--- src/rtl/spi_frame_pkg.sv ---
// Shared types and defaults for the SPI frame scheduler and its sample FIFO.
package spi_frame_pkg;

    typedef enum logic [2:0] {
        StIdle     = 3'd0,
        StSync     = 3'd1,
        StCount    = 3'd2,
        StPayHi    = 3'd3,
        StPayLo    = 3'd4,
        StChecksum = 3'd5
    } state_e;

    localparam logic [7:0] SyncByteDefault = 8'hA5;
    localparam logic [7:0] IdleByteDefault = 8'h00;

endpackage

--- src/rtl/spi_sample_fifo.sv ---
// Synchronous sample FIFO with first-word-fall-through head and a peek at the
// MSB byte of the entry behind the head.
module spi_sample_fifo #(
    parameter int unsigned Depth = 16,
    parameter int unsigned Width = 16
) (
    input  logic                     clk,
    input  logic                     rst,
    input  logic                     push_i,
    input  logic [Width-1:0]         wdata_i,
    input  logic                     pop_i,
    output logic [Width-1:0]         head_o,
    output logic [7:0]               next_msb_o,
    output logic [$clog2(Depth):0]   count_o,
    output logic                     full_o,
    output logic                     empty_o
);
    localparam int unsigned AW = $clog2(Depth);

    logic [Width-1:0] mem_q [Depth];
    logic [AW-1:0]    wr_ptr_q, wr_ptr_d;
    logic [AW-1:0]    rd_ptr_q, rd_ptr_d;
    logic [AW:0]      count_q, count_d;
    logic [AW-1:0]    rd_ptr_nx;

    assign rd_ptr_nx  = rd_ptr_q + AW'(1);
    assign head_o     = mem_q[rd_ptr_q];
    // Lets the scheduler present the next sample's MSB on the same edge it pops.
    assign next_msb_o = mem_q[rd_ptr_nx][Width-1 -: 8];
    assign count_o    = count_q;
    assign full_o     = (count_q == (AW+1)'(Depth));
    assign empty_o    = (count_q == '0);

    always_comb begin
        wr_ptr_d = push_i ? wr_ptr_q + AW'(1) : wr_ptr_q;
        rd_ptr_d = pop_i ? rd_ptr_nx : rd_ptr_q;
        count_d  = count_q;
        unique case ({push_i, pop_i})
            2'b10:   count_d = count_q + (AW+1)'(1);
            2'b01:   count_d = count_q - (AW+1)'(1);
            default: count_d = count_q;
        endcase
    end

    always_ff @(posedge clk) begin
        if (push_i) begin
            mem_q[wr_ptr_q] <= wdata_i;
        end
    end

    always_ff @(posedge clk or posedge rst) begin
        if (rst) begin
            wr_ptr_q <= '0;
            rd_ptr_q <= '0;
            count_q  <= '0;
        end else begin
            wr_ptr_q <= wr_ptr_d;
            rd_ptr_q <= rd_ptr_d;
            count_q  <= count_d;
        end
    end

endmodule

--- src/rtl/spi_frame_scheduler.sv ---
// Frames buffered 16-bit samples as SYNC, COUNT, payload (MSB first), XOR checksum,
// advancing one byte per transmitter byte_sent pulse.
module spi_frame_scheduler
    import spi_frame_pkg::*;
#(
    parameter int unsigned FRAME_LEN  = 8,
    parameter int unsigned FIFO_DEPTH = 16,
    parameter logic [7:0]  SYNC_BYTE  = SyncByteDefault,
    parameter logic [7:0]  IDLE_BYTE  = IdleByteDefault
) (
    input  logic        clk,
    input  logic        rst,
    input  logic        in_valid,
    input  logic [15:0] in_data,
    output logic        in_ready,
    input  logic        start,
    input  logic        abort,
    input  logic        byte_sent,
    output logic [7:0]  tx_data,
    output logic        tx_enable,
    output logic        busy,
    output logic        frame_done,
    output logic        overflow
);
    localparam int unsigned CntW         = $clog2(FIFO_DEPTH) + 1;
    localparam logic [CntW-1:0] FrameLenCnt  = CntW'(FRAME_LEN);
    localparam logic [7:0]      FrameLenByte = 8'(FRAME_LEN);

    state_e      state_q, state_d;
    logic [7:0]  tx_data_q, tx_data_d;
    logic        tx_enable_q, tx_enable_d;
    logic        frame_done_q, frame_done_d;
    logic        overflow_q, overflow_d;
    logic [7:0]  checksum_q, checksum_d;
    logic [7:0]  sample_cnt_q, sample_cnt_d;

    logic            fifo_push, fifo_pop_req, fifo_pop;
    logic [15:0]     fifo_head;
    logic [7:0]      fifo_next_msb;
    logic [CntW-1:0] fifo_count;
    logic            fifo_full, fifo_empty;

    assign fifo_push = in_valid && !fifo_full;
    assign fifo_pop  = fifo_pop_req && !fifo_empty;

    spi_sample_fifo #(
        .Depth (FIFO_DEPTH),
        .Width (16)
    ) u_fifo (
        .clk        (clk),
        .rst        (rst),
        .push_i     (fifo_push),
        .wdata_i    (in_data),
        .pop_i      (fifo_pop),
        .head_o     (fifo_head),
        .next_msb_o (fifo_next_msb),
        .count_o    (fifo_count),
        .full_o     (fifo_full),
        .empty_o    (fifo_empty)
    );

    always_comb begin
        state_d      = state_q;
        tx_data_d    = tx_data_q;
        tx_enable_d  = tx_enable_q;
        frame_done_d = 1'b0;
        checksum_d   = checksum_q;
        sample_cnt_d = sample_cnt_q;
        fifo_pop_req = 1'b0;
        overflow_d   = overflow_q || (in_valid && fifo_full);

        // abort outranks byte_sent; the head sample is left in the FIFO
        if (abort && state_q != StIdle) begin
            state_d     = StIdle;
            tx_data_d   = IDLE_BYTE;
            tx_enable_d = 1'b0;
        end else begin
            unique case (state_q)
                StIdle: begin
                    tx_data_d = IDLE_BYTE;
                    if (start && fifo_count >= FrameLenCnt) begin
                        state_d      = StSync;
                        tx_data_d    = SYNC_BYTE;
                        tx_enable_d  = 1'b1;
                        checksum_d   = 8'h00;
                        sample_cnt_d = 8'h00;
                    end
                end
                StSync: if (byte_sent) begin
                    state_d    = StCount;
                    tx_data_d  = FrameLenByte;
                    checksum_d = checksum_q ^ FrameLenByte;
                end
                StCount: if (byte_sent) begin
                    state_d    = StPayHi;
                    tx_data_d  = fifo_head[15:8];
                    checksum_d = checksum_q ^ fifo_head[15:8];
                end
                StPayHi: if (byte_sent) begin
                    state_d    = StPayLo;
                    tx_data_d  = fifo_head[7:0];
                    checksum_d = checksum_q ^ fifo_head[7:0];
                end
                StPayLo: if (byte_sent) begin
                    fifo_pop_req = 1'b1;
                    sample_cnt_d = sample_cnt_q + 8'd1;
                    if (sample_cnt_d == FrameLenByte) begin
                        state_d   = StChecksum;
                        tx_data_d = checksum_q;
                    end else begin
                        state_d    = StPayHi;
                        tx_data_d  = fifo_next_msb;
                        checksum_d = checksum_q ^ fifo_next_msb;
                    end
                end
                StChecksum: if (byte_sent) begin
                    state_d      = StIdle;
                    tx_data_d    = IDLE_BYTE;
                    tx_enable_d  = 1'b0;
                    frame_done_d = 1'b1;
                end
                default: begin
                    state_d     = StIdle;
                    tx_data_d   = IDLE_BYTE;
                    tx_enable_d = 1'b0;
                end
            endcase
        end
    end

    always_ff @(posedge clk or posedge rst) begin
        if (rst) begin
            state_q      <= StIdle;
            tx_data_q    <= IDLE_BYTE;
            tx_enable_q  <= 1'b0;
            frame_done_q <= 1'b0;
            overflow_q   <= 1'b0;
            checksum_q   <= 8'h00;
            sample_cnt_q <= 8'h00;
        end else begin
            state_q      <= state_d;
            tx_data_q    <= tx_data_d;
            tx_enable_q  <= tx_enable_d;
            frame_done_q <= frame_done_d;
            overflow_q   <= overflow_d;
            checksum_q   <= checksum_d;
            sample_cnt_q <= sample_cnt_d;
        end
    end

    assign tx_data    = tx_data_q;
    assign tx_enable  = tx_enable_q;
    assign frame_done = frame_done_q;
    assign overflow   = overflow_q;
    assign busy       = (state_q != StIdle);
    assign in_ready   = !fifo_full;

endmodule

--- config.mk ---
export PLATFORM = sky130hd
export DESIGN_NAME = spi_frame_scheduler
export DESIGN_NICKNAME = d
export VERILOG_FILES = /design/src/rtl/spi_frame_pkg.sv /design/src/rtl/spi_sample_fifo.sv /design/src/rtl/spi_frame_scheduler.sv
export SDC_FILE = /design/constraint.sdc
export NUM_CORES = 1
export LEC_CHECK = 0
export CORE_UTILIZATION = 56
export CTS_CLUSTER_DIAMETER = 150
export CTS_CLUSTER_SIZE = 40
export DETAILED_ROUTE_END_ITERATION = 10
export GPL_TIMING_DRIVEN = 0
export PLACE_DENSITY = 0.76
export SETUP_SLACK_MARGIN = 0.4
export SLEW_MARGIN = 20
export SYNTH_ARGS = -nofsm -noshare
export SYNTH_HDL_FRONTEND = slang
export SYNTH_SLANG_ARGS = --single-unit
--- constraint.sdc ---
create_clock -name clk -period 2.8 [get_ports clk]
set_input_delay 0.56 -clock clk [delete_from_list [all_inputs] [get_ports clk]]
set_output_delay 0.56 -clock clk [all_outputs]
set_load 0.01 [all_outputs]
==> reports/results.ini <==
[run_status]
status = finished, final reports clean

[pwr]
p_leak_nw = 5.533
p_sw_mw = 4.370
total_power_mw = 13.34
power_density_mw_per_mm2 = 807.7
p_clk_frac = 0.156
p_sw_frac = 0.3275
internal_power_mw = 8.971
power_frac_seq = 0.426
combPwrFrac = 0.418
peakVddDrop_uv = 849.1

[placement]
port_buffers = 34
place_hpwl_um = 20690
gp_congestion = 0.9106
dp_cells = 1140

[floorplan]
num_io_pins = 35
rows = 56
die_w_um = 157.6
die-area_mm2 = 0.02484
initial_core_util = 0.5742
coreArea_mm2 = 0.02361
die_h_um = 157.6

[route]
final_antenna_net_count = 0
vias = 8018
wirelength_um = 34140
drcViolationCount = 0
wire_per_inst_um = 27.62
detail_route.vias_per_cell = 6.487
drtIter0Drc = 1049
firstDrtPassIters = 5

[sta]
fmax_ghz = 0.3998
maxSlewViolCount = 0
setup_violations = 0
min_period_ns = 2.501
fin_skew_ns = 0.02765
relSlewSlack = 0.5039
hold_viol = 0
rsz0062_at_grt = true
finalCritPeriodShare = 0.8933
tightest_slew_ns = 0.7398

[logic_synthesis]
yosysSeqAreaShare = 0.6464
yosysWarnings = 0
syn_area_mm2 = 0.01356
synthCells = 782
synth_area_per_cell_um2 = 17.34
ys_ff_latch = 299
synth_edf_count = 256
synth_nets = 816
synth_flop_cell = edfxtp_1
synthArstFlopShare = 0.1438
yosysUniqueCellTypes = 54

[finish]
nets = 948
fin_cells = 1236
synthToLayoutAreaGrowth_pct = 21.83
drive_above_1_share = 0.3533
n_antenna_cell = 0

[job]
maxCapViolations = 0

[critical_path]
crit_type = flop to flop
start_kind = flop
reg2reg_depth = 9
arrival_ns = 2.95
crit_start = u_fifo.rd_ptr_q[1]
endpoint_kind = flop
required_ns = 3.25
r2r-start = u_fifo.rd_ptr_q[1]
crit_fanout = 4

[clocking]
cts_tree = done
numCtsBuffers = 11
cts_hold_buf = 0
htreeDepth = 1
root_buffer = clkbuf_16
clk_path_buf_depth = 3
clk_latency_ns = 0.51
clkSlewWorstSetupHoldPaths_ns = 0.15
cts_sinks = 299

[global_route]
overflow = 0
grt_util_all_layers = 0.2732
grt_pass1_vias = 8056
grt_max_degree = 42
antenna_found_initial = 1
grt_pass1_wl_um = 48340

[hold_path]
min_path_type = input port to async pin

[metal layers]
layer | track usage | up-vias | part of all wire
li1 | - | 3409 | -
met1 | 0.3398 | 4137 | 0.37
met2 | 0.4829 | 396 | 0.53
met3 | 0.05229 | 76 | 0.068
met4 | 0.08969 | 0 | 0.033
met5 | 0 | - | 0
[state kept, by name (all words and copies together), names as in the netlist]
register and flops:
state_q 3, checksum_q 8, sample_cnt_q 8, tx_data 8, u_fifo.wr_ptr_q 4, frame_done 1, u_fifo.rd_ptr_q 4, u_fifo.mem_q 256
overflow 1, tx_enable 1, u_fifo.count_o 5
[cells in the mapped netlist, types with 2 or more instances]
| library cell | count | area share |
|---|---|---|
| a2111oi_0 | 4 | 0.0026 |
| mux4_1 | 8 | 0.016 |
| nor2_1 | 39 | 0.011 |
| nor2b_1 | 6 | 0.0028 |
| buf_12 | 2 | 0.0030 |
| a31oi_1 | 4 | 0.0018 |
| nand2b_1 | 13 | 0.0060 |
| dfrtp_1 | 43 | 0.079 |
| a211oi_1 | 5 | 0.0028 |
| mux2i_1 | 54 | 0.040 |
| nor3_1 | 8 | 0.0030 |
| nand4_1 | 2 | 0.00092 |
| and3_1 | 3 | 0.0014 |
| xnor2_1 | 11 | 0.0071 |
| buf_4 | 3 | 0.0017 |
| o22a_1 | 2 | 0.0013 |
| or2_2 | 2 | 0.00092 |
| nor4_1 | 2 | 0.00092 |
| buf_1 | 8 | 0.0022 |
| a31o_2 | 2 | 0.0013 |
| mux4_2 | 91 | 0.15 |
| a22o_1 | 2 | 0.0013 |
| o31ai_1 | 7 | 0.0039 |
| nand3_1 | 6 | 0.0022 |
| mux2_2 | 6 | 0.0050 |
| xor2_1 | 4 | 0.0026 |
| buf_2 | 14 | 0.0052 |
| inv_1 | 16 | 0.0044 |
| o21ai_0 | 28 | 0.010 |
| ha_1 | 11 | 0.010 |
| and4_1 | 2 | 0.0013 |
| o22ai_1 | 15 | 0.0069 |
| o21ai_1 | 2 | 0.00074 |
| edfxtp_1 | 256 | 0.57 |
| buf_6 | 7 | 0.0058 |
| o2bb2ai_1 | 2 | 0.0013 |
| nand2_1 | 46 | 0.013 |
| and2_1 | 3 | 0.0014 |
| clkbuf_1 | 9 | 0.0025 |
| a21oi_1 | 17 | 0.0063 |
| a21o_1 | 3 | 0.0017 |
| a22oi_1 | 2 | 0.0011 |
[stage by stage]
step / TNS [ns] / setup slack (ns) / hold WS [ns] / utilization / instance area (µm²)
final: 0 / 0.2989 / 0.4010 / 0.6995 / 16520
after global routing: 0 / 0.2221 / 0.4521 / 0.6995 / 16520
after CTS: 0 / 0.3244 / 0.3965 / 0.6531 / 15420
after detailed placement: -2.245 / -0.5934 / 0.4758 / 0.6171 / 14570
after global placement: -173.35 / -0.7863 / 0.4495 / 0.6085 / 14370
after floorplan: 0 / 0.1855 / 0.4462 / - / 13630
[what timing repair did]
item / CTS / global route
setup buffers: 25 / 51
endpoints found under the setup margin: 45 / 244
resized for setup: 83 / 97
gates cloned: 1 / 3
pin swaps: 30 / 48
[logic make-up (layout without fill, tap and decap cells)]
family	count (synthesis)	in the layout	synth area share
muxes	159	159	0.2115
DFF	299	299	0.6464
AOI/OAI and AO/OA	102	102	0.04836
xor gates and xnor gates	16	16	0.01089
buffers and inverters	59	194	0.02473
adders and majority gates	13	13	0.01237
and+or+nand+nor	134	134	0.04577
[final cells by class]
class / count / area [µm²]
plain buffers: 43 / 460.4
well taps: 319 / 399.1
clock inverters: 1 / 30.03
flip-flops and latches: 299 / 8768
clock buffers: 15 / 290.3
fillers: 1475 / 7096
repair buffers: 119 / 1336
multi-input cells: 424 / 5170
inverters: 16 / 62.56
[power groups by stage]
stage | logic [mW] | registers [mW] | clock network, mW
global placement | 3.81 | 5.74 | 0
floorplan | 2.82 | 5.71 | 0
finish | 5.58 | 5.69 | 2.08
detailed placement | 4.07 | 5.77 | 0
CTS | 4.62 | 5.66 | 2.09
global route | 5.89 | 5.73 | 2.21
[worst max-delay path, cell delays in order, from the launching register on]
cell,delay [ns]
dfrtp_2,0.50
ha_4,0.30
buf_8,0.12
buf_12,0.11
buf_12,0.11
mux4_2,0.51
mux2i_1,0.16
o22ai_1,0.18
a211oi_2,0.24
mux2i_1,0.20
[layout by cell type, fill, tap and decap left out, types with 5 or more instances in the layout]
cell type	n
edfxtp_1	256
mux4_2	95
buf_4	56
nand2_1	44
mux2i_1	39
dfrtp_1	39
clkdlybuf4s50_1	32
o21ai_0	27
nor2_1	26
buf_12	22
buf_6	19
a21oi_1	14
clkbuf_16	14
inv_1	13
nand2b_1	12
nor2_4	12
xnor2_1	10
clkbuf_1	9
mux2i_4	9
buf_8	8
ha_1	8
o22ai_4	7
mux2_2	6
mux2i_2	6
clkbuf_4	5
nor3_4	5
nor2b_1	5
o22ai_1	5
[final timing paths]
| kind | endpoint | slack, ns |
|---|---|---|
| max in group asynchronous | checksum_q[0] | 1.89 |
| min | checksum_q[3] | 0.40 |
| max | checksum_q[3] | 0.30 |
| max reg2reg | checksum_q[3] | 0.30 |
| min in group clk | sample_cnt_q[7] | 0.50 |
| min reg2reg | sample_cnt_q[7] | 0.50 |
No activity file was read; power rests on OpenSTA's default activity.
